[src/rtl/wb_port_arbiter_if.sv]
// Bundle of the writeback-port arbiter signals: the pipeline writeback
// request, the multi-cycle result handshake, the register-file write port
// and the status outputs. The slave modport is the arbiter's view.
interface wb_port_arbiter_if #(
  parameter int REG_NUM_BITWIDTH = 5,
  parameter int WORD_BITWIDTH    = 32
);
  logic                        pipe_regWrite;
  logic [REG_NUM_BITWIDTH-1:0] pipe_regToWrite;
  logic [WORD_BITWIDTH-1:0]    pipe_regWriteData;
  logic                        mc_valid;
  logic [REG_NUM_BITWIDTH-1:0] mc_regToWrite;
  logic [WORD_BITWIDTH-1:0]    mc_data;
  logic                        mc_ready;
  logic                        rf_we;
  logic [REG_NUM_BITWIDTH-1:0] rf_waddr;
  logic [WORD_BITWIDTH-1:0]    rf_wdata;
  logic                        pipe_stall;
  logic                        pend_valid;

  modport slave (
    input  pipe_regWrite, pipe_regToWrite, pipe_regWriteData,
    input  mc_valid, mc_regToWrite, mc_data,
    output mc_ready, rf_we, rf_waddr, rf_wdata, pipe_stall, pend_valid
  );

  modport master (
    output pipe_regWrite, pipe_regToWrite, pipe_regWriteData,
    output mc_valid, mc_regToWrite, mc_data,
    input  mc_ready, rf_we, rf_waddr, rf_wdata, pipe_stall, pend_valid
  );
endinterface

[src/rtl/wb_port_arbiter.sv]
// Shares one register-file write port between the writeback stage and a
// multi-cycle unit. The pipeline has priority; a colliding multi-cycle
// result is parked in a one-entry buffer and drained on the next free
// cycle, or forced out (stalling the pipeline) after STARVE_LIMIT blocked
// cycles. A younger pipeline write to the buffered register squashes it.
module wb_port_arbiter #(
  parameter int REG_NUM_BITWIDTH = 5,
  parameter int WORD_BITWIDTH    = 32,
  parameter int STARVE_LIMIT     = 4
) (
  input  logic              clk,
  input  logic              rst,
  wb_port_arbiter_if.slave  bus
);

  localparam int CNT_W = (STARVE_LIMIT < 2) ? 1 : $clog2(STARVE_LIMIT + 1);

  typedef enum logic [1:0] {
    ST_IDLE  = 2'd0,
    ST_PEND  = 2'd1,
    ST_FORCE = 2'd2
  } state_t;

  state_t                      r_state;
  state_t                      w_next_state;
  logic [CNT_W-1:0]            r_starve_cnt;
  logic [CNT_W-1:0]            w_next_starve_cnt;
  logic [REG_NUM_BITWIDTH-1:0] r_buf_reg;
  logic [REG_NUM_BITWIDTH-1:0] w_next_buf_reg;
  logic [WORD_BITWIDTH-1:0]    r_buf_data;
  logic [WORD_BITWIDTH-1:0]    w_next_buf_data;

  logic                        w_mc_ready;
  logic                        w_pipe_act;
  logic                        w_mc_act;
  logic                        w_rf_we;
  logic [REG_NUM_BITWIDTH-1:0] w_rf_waddr;
  logic [WORD_BITWIDTH-1:0]    w_rf_wdata;

  // Writes to register 0 are architecturally void, so they never count as active.
  assign w_mc_ready = (r_state == ST_IDLE) && !rst;
  assign w_pipe_act = bus.pipe_regWrite && (bus.pipe_regToWrite != {REG_NUM_BITWIDTH{1'b0}});
  assign w_mc_act   = bus.mc_valid && w_mc_ready &&
                      (bus.mc_regToWrite != {REG_NUM_BITWIDTH{1'b0}});

  // Next-state, buffer update and write-port selection.
  always_comb begin
    w_next_state      = r_state;
    w_next_starve_cnt = r_starve_cnt;
    w_next_buf_reg    = r_buf_reg;
    w_next_buf_data   = r_buf_data;
    w_rf_we           = 1'b0;
    w_rf_waddr        = {REG_NUM_BITWIDTH{1'b0}};
    w_rf_wdata        = {WORD_BITWIDTH{1'b0}};

    case (r_state)
      ST_IDLE: begin
        if (w_pipe_act) begin
          w_rf_we    = 1'b1;
          w_rf_waddr = bus.pipe_regToWrite;
          w_rf_wdata = bus.pipe_regWriteData;
          if (w_mc_act) begin
            w_next_state      = ST_PEND;
            w_next_starve_cnt = {CNT_W{1'b0}};
            w_next_buf_reg    = bus.mc_regToWrite;
            w_next_buf_data   = bus.mc_data;
          end else begin
            w_next_state = ST_IDLE;
          end
        end else if (w_mc_act) begin
          // Port is free: bypass the result straight to the register file.
          w_rf_we    = 1'b1;
          w_rf_waddr = bus.mc_regToWrite;
          w_rf_wdata = bus.mc_data;
        end else begin
          w_next_state = ST_IDLE;
        end
      end

      ST_PEND: begin
        if (!w_pipe_act) begin
          w_rf_we           = 1'b1;
          w_rf_waddr        = r_buf_reg;
          w_rf_wdata        = r_buf_data;
          w_next_state      = ST_IDLE;
          w_next_starve_cnt = {CNT_W{1'b0}};
          w_next_buf_reg    = {REG_NUM_BITWIDTH{1'b0}};
          w_next_buf_data   = {WORD_BITWIDTH{1'b0}};
        end else begin
          w_rf_we    = 1'b1;
          w_rf_waddr = bus.pipe_regToWrite;
          w_rf_wdata = bus.pipe_regWriteData;
          if (bus.pipe_regToWrite == r_buf_reg) begin
            // Younger pipeline write supersedes the parked result.
            w_next_state      = ST_IDLE;
            w_next_starve_cnt = {CNT_W{1'b0}};
            w_next_buf_reg    = {REG_NUM_BITWIDTH{1'b0}};
            w_next_buf_data   = {WORD_BITWIDTH{1'b0}};
          end else if (r_starve_cnt == CNT_W'(STARVE_LIMIT - 1)) begin
            w_next_state = ST_FORCE;
          end else begin
            w_next_starve_cnt = r_starve_cnt + CNT_W'(1);
          end
        end
      end

      ST_FORCE: begin
        // Upstream is held by pipe_stall, so the buffer owns the port.
        w_rf_we           = 1'b1;
        w_rf_waddr        = r_buf_reg;
        w_rf_wdata        = r_buf_data;
        w_next_state      = ST_IDLE;
        w_next_starve_cnt = {CNT_W{1'b0}};
        w_next_buf_reg    = {REG_NUM_BITWIDTH{1'b0}};
        w_next_buf_data   = {WORD_BITWIDTH{1'b0}};
      end

      default: begin
        w_next_state      = ST_IDLE;
        w_next_starve_cnt = {CNT_W{1'b0}};
        w_next_buf_reg    = {REG_NUM_BITWIDTH{1'b0}};
        w_next_buf_data   = {WORD_BITWIDTH{1'b0}};
      end
    endcase

    // Reset blocks any register-file write in the same cycle.
    if (rst) begin
      w_rf_we    = 1'b0;
      w_rf_waddr = {REG_NUM_BITWIDTH{1'b0}};
      w_rf_wdata = {WORD_BITWIDTH{1'b0}};
    end else begin
      w_rf_we = w_rf_we;
    end
  end

  // State, starvation counter and pending buffer registers.
  always_ff @(posedge clk) begin
    if (rst) begin
      r_state      <= ST_IDLE;
      r_starve_cnt <= {CNT_W{1'b0}};
      r_buf_reg    <= {REG_NUM_BITWIDTH{1'b0}};
      r_buf_data   <= {WORD_BITWIDTH{1'b0}};
    end else begin
      r_state      <= w_next_state;
      r_starve_cnt <= w_next_starve_cnt;
      r_buf_reg    <= w_next_buf_reg;
      r_buf_data   <= w_next_buf_data;
    end
  end

  assign bus.mc_ready   = w_mc_ready;
  assign bus.rf_we      = w_rf_we;
  assign bus.rf_waddr   = w_rf_waddr;
  assign bus.rf_wdata   = w_rf_wdata;
  assign bus.pipe_stall = (r_state == ST_FORCE);
  assign bus.pend_valid = (r_state != ST_IDLE);

endmodule

[src/flat_wrapper.sv]
// flat-port wrapper written by rule: the top's interface ports become plain ports
module wb_port_arbiter_flat 
#(
  parameter int REG_NUM_BITWIDTH = 5,
  parameter int WORD_BITWIDTH    = 32,
  parameter int STARVE_LIMIT     = 4
)
  (clk, rst, bus_pipe_regWrite, bus_pipe_regToWrite, bus_pipe_regWriteData, bus_mc_valid, bus_mc_regToWrite, bus_mc_data, bus_mc_ready, bus_rf_we, bus_rf_waddr, bus_rf_wdata, bus_pipe_stall, bus_pend_valid);
  wb_port_arbiter_if #(.REG_NUM_BITWIDTH(REG_NUM_BITWIDTH), .WORD_BITWIDTH(WORD_BITWIDTH)) bus_i ();
  input  logic clk;
  input  logic rst;
  input wire logic [$bits(bus_i.pipe_regWrite)-1:0] bus_pipe_regWrite;
  input wire logic [$bits(bus_i.pipe_regToWrite)-1:0] bus_pipe_regToWrite;
  input wire logic [$bits(bus_i.pipe_regWriteData)-1:0] bus_pipe_regWriteData;
  input wire logic [$bits(bus_i.mc_valid)-1:0] bus_mc_valid;
  input wire logic [$bits(bus_i.mc_regToWrite)-1:0] bus_mc_regToWrite;
  input wire logic [$bits(bus_i.mc_data)-1:0] bus_mc_data;
  output wire logic [$bits(bus_i.mc_ready)-1:0] bus_mc_ready;
  output wire logic [$bits(bus_i.rf_we)-1:0] bus_rf_we;
  output wire logic [$bits(bus_i.rf_waddr)-1:0] bus_rf_waddr;
  output wire logic [$bits(bus_i.rf_wdata)-1:0] bus_rf_wdata;
  output wire logic [$bits(bus_i.pipe_stall)-1:0] bus_pipe_stall;
  output wire logic [$bits(bus_i.pend_valid)-1:0] bus_pend_valid;
  assign bus_i.pipe_regWrite = bus_pipe_regWrite;
  assign bus_i.pipe_regToWrite = bus_pipe_regToWrite;
  assign bus_i.pipe_regWriteData = bus_pipe_regWriteData;
  assign bus_i.mc_valid = bus_mc_valid;
  assign bus_i.mc_regToWrite = bus_mc_regToWrite;
  assign bus_i.mc_data = bus_mc_data;
  assign bus_mc_ready = bus_i.mc_ready;
  assign bus_rf_we = bus_i.rf_we;
  assign bus_rf_waddr = bus_i.rf_waddr;
  assign bus_rf_wdata = bus_i.rf_wdata;
  assign bus_pipe_stall = bus_i.pipe_stall;
  assign bus_pend_valid = bus_i.pend_valid;
  wb_port_arbiter #(.REG_NUM_BITWIDTH(REG_NUM_BITWIDTH), .WORD_BITWIDTH(WORD_BITWIDTH), .STARVE_LIMIT(STARVE_LIMIT)) u_core (.clk(clk), .rst(rst), .bus(bus_i));
endmodule
[config.mk]
export PLATFORM = sky130hd
export DESIGN_NAME = wb_port_arbiter_flat
export DESIGN_NICKNAME = d
export VERILOG_FILES = /design/src/rtl/wb_port_arbiter_if.sv /design/src/rtl/wb_port_arbiter.sv /design/src/flat_wrapper.sv
export SDC_FILE = /design/constraint.sdc
export NUM_CORES = 1
export LEC_CHECK = 0
export ABC_AREA = 1
export BUFFER_PORTS_ARGS = -buffer_cell sky130_fd_sc_hd__buf_2
export CORE_AREA = 2 2 122 124
export DETAILED_ROUTE_END_ITERATION = 7
export DIE_AREA = 0 0 124 126
export PLACE_DENSITY_LB_ADDON = 0.25
export RECOVER_POWER = 100
export REMOVE_ABC_BUFFERS = 1
export SYNTH_ARGS = -nofsm -noshare
export SYNTH_HDL_FRONTEND = slang
export SYNTH_SLANG_ARGS = --single-unit
export TNS_END_PERCENT = 50
[constraint.sdc]
create_clock -name clk -period 1.55 [get_ports clk]
set_input_delay 0 -clock clk [delete_from_list [all_inputs] [get_ports clk]]
set_output_delay 0 -clock clk [all_outputs]
set_load 0.005 [all_outputs]
==> summary.txt <==
Timing
  • Final setup vio count: 77
  • Setup repair after global routing missed its margin: yes
  • Worst hold slack: 1.686 ps
  • Max-slew violation count: 0
  • Final period demand of the worst path: 1820 ps
  • Final worst clock skew: 3.396 ps
  • FMAX: 549.3 MHz
  • Fin worst setup slack: -270.4 ps
  • Worst slew margin: 67.87%
  • Final Hold Fails: 0
  • Worst Tran Pin Value: 482.0 ps
  • Final worst-path cycle share: 117.4%

Floorplan
  • Core ar.: 0.01431 mm²
  • Die H: 126 µm
  • Die area: 0.01562 mm²
  • Initial Util: 24.71%
  • Chip width: 124 µm
  • I/O pin total: 119
  • Core Rows: 44

Routing
  • WL/cell: 12.07 µm
  • Final antenna-violating net count: 0
  • DRT Pass-1 Iters: 7
  • Via count: 4311
  • Routed WL: 11780 µm
  • Iter 0 DRT Violations: 224
  • DRC: 0
  • Vias/cell: 4.417

Logic synthesis
  • Most used DFF post-synth: dfxtp_1
  • Mapped Cells: 649
  • Synth cell types: 27
  • Area share of the largest cell type after synthesis: 23.77%
  • Mean post-synth cell area: 5.450 µm²
  • Synth warnings: 0
  • Area contributors post-synth: dfxtp_1, nand2_1, nor2_1, o21ai_1, nand3_1
  • Register bit total from synthesis: 42
  • Synth Cell Area: 0.003537 mm²
  • Leading area contributor after synthesis: dfxtp_1
  • FFs w/ async S/R, synth: 0%
  • EDFF count, synth: 0
  • Seq/Total Area, Yosys: 23.77%

Clock network
  • Worst-path clk slew: 60 ps
  • Clk Latency, worst-skew pair: 280 ps
  • CTS tree: built
  • TritonCTS buffer count: 5
  • CTS root buffer: clkbuf_16
  • Clock Sinks: 42
  • Htree depth: 2
  • CTS max path bufs: 2

Flow run
  • Max-Cap Viols: 0

GRT
  • Largest net degree at the start of global routing: 42
  • Global-route wire length before repair: 19160 µm
  • Most Used Layer, Global Route: met2
  • Met2 track utilization from global routing: 24.92%
  • Global Route met1 Usage: 21.21%
  • Vias in the first global route: 3922
  • Gr usage total: 15.09%
  • Initial antenna violation count: 0
  • GRT Residual Overflow: 0
  • Met3 Resource Use GR: 1.857%

Worst setup path
  • Critical path peak fanout: 11
  • Crit path DAT: 1820 ps
  • Critical path required time: 1550 ps
  • Crit Path Category: reg -> out
  • Setup crit start kind: flop
  • Reg2reg path depth: 11
  • Worst Setup End Kind: output port

Pwr
  • Peak VDD IR: 0.3215 mV
  • Combinational power share: 30.8%
  • Clock share of power: 32.4%
  • Net Sw Frac: 31.09%
  • Static leakage: 0.002330 µW
  • PD cells: 613.5 mW/mm²
  • NetSw: 961.1 µW
  • Final Total Pwr: 3091 µW
  • Seq pwr share: 36.7%
  • Int Power: 2130 µW

Finish
  • Final nets: 876
  • Share of cells above drive strength 1: 28.28%
  • Antenna Cells: 0
  • Area grow syn2layout: 42.45%
  • Max reg flops: 32
  • Total area of sequential cells: 843.3 µm²
  • Combined area of the multi-input logic cells: 0.002346 mm²
  • Fillers: 1667
  • Finished Layout Cells: 976

Place
  • Placer Congestion: 0.7865
  • Post-Place Cells: 946
  • IO Port Bufs: 118
  • Post-DP HPWL: 8309 µm
  • Dpl ws: -93.87 ps

Run status
  • Failing checks: negative setup slack
  • Outcome: finished with violations

Min path
  • Min-Delay Path Class: in -> reg
  • Hold Crit Depth: 3
[worst paths after layout]
kind | start | to | slack, ps
worst max-delay path | u_core.r_state[0]$_SDFFE_PP0P_ | bus_rf_wdata[1] | -270
worst min-delay path | bus_mc_data[11] | u_core.r_buf_data[11]$_SDFFE_PP0P_ | 2
worst max register to register | u_core.r_state[0]$_SDFFE_PP0P_ | u_core.r_buf_data[0]$_SDFFE_PP0P_ | -140
worst min register to register | u_core.r_starve_cnt[2]$_SDFFE_PP0P_ | u_core.r_starve_cnt[2]$_SDFFE_PP0P_ | 460
[layout make-up]
type | instances | area share (%)
clock buffer | 5 | 2.483
inverter | 60 | 4.544
clock inverter | 2 | 0.1987
multi-input combinational | 505 | 46.56
sequential | 42 | 16.74
timing repair buffer | 178 | 24.91
tap | 184 | 4.569
[timing repair]
item / 4_1_cts / 5_1_grt
setup buffers: 3 / 2
pin swaps: 17 / 15
resized for setup: 47 / 13
gates cloned: 2 / 0
hold buffers: 17 / 0
hold endpoints to repair: 17 / 0
endpoints found under the setup margin: 78 / 80
[per-stage QoR]
step / utilization [%] / cell area [µm²] / setup TNS (ps)
final: 35.20 / 5039 / -11810
after detailed placement: 31.21 / 4467 / -3124
after CTS: 34.92 / 4999 / -14330
after global routing: 35.20 / 5039 / -22590
after floorplan: - / 3284 / -50740
after global placement: 31.21 / 4467 / -3211
[cells in the final DEF (no fill, tap or decap), types with 3 or more instances in the layout]
cell	synthesis	final
nand2_1	180	178
nor2_1	145	120
buf_2	16	118
o21ai_1	63	63
inv_1	54	51
nand3_1	52	49
a21oi_1	42	40
dfxtp_1	42	40
buf_4	4	27
nor2_2	2	26
dlygate4sd3_1	0	17
buf_12	0	9
inv_2	5	6
clkbuf_16	0	5
buf_6	8	5
nand3_2	1	4
nand2_4	2	3
clkinv_2	0	3
nand2_2	2	3
o21ai_0	3	3
ha_1	6	3
[cells by family after synthesis]
family          count (synthesis)  share of synthesized area (%)
simple gates                  386                          43.97
xor+xnor                        1                         0.2477
flops                          42                          23.77
fa+ha+maj                       6                          2.122
buf+inv                       102                          13.51
compound gates                112                          16.38
[synth_stat cells, types with 4 or more instances]
cell type	n
buf_4	4
buf_2	16
nand2_1	180
inv_2	5
ha_1	6
a21oi_1	42
clkbuf_1	13
dfxtp_1	42
nand3_1	52
nor2_1	145
inv_1	54
o21ai_1	63
buf_6	8
[layer usage]
metal  part of all wire (%)  wire (µm)  vias to the layer above
met1                     50       5888                     1894
met2                     44       5190                       98
li1                       -          -                     2311
met4                   0.82         97                        0
met3                    5.1        601                        8
met5                      0          0                        -
[worst max-delay path: stages (launching register included)]
cell     delay, ps
dfxtp_2        330
inv_2           50
ha_4           160
buf_4          150
inv_1          110
a21oi_4         50
inv_4          120
buf_12         170
nor2_2          40
nor2_1         160
nor2_1          60
buf_2          130
[power by group through the flow]
stage	registers [µW]	logic (µW)	clock network [µW]
after floorplan	1150	437	0
after global placement	1160	844	0
after detailed placement	1160	844	0
after CTS	1130	959	1060
after global routing	1140	1080	1100
final	1140	954	1000
No activity file was read; power rests on OpenSTA's default activity.
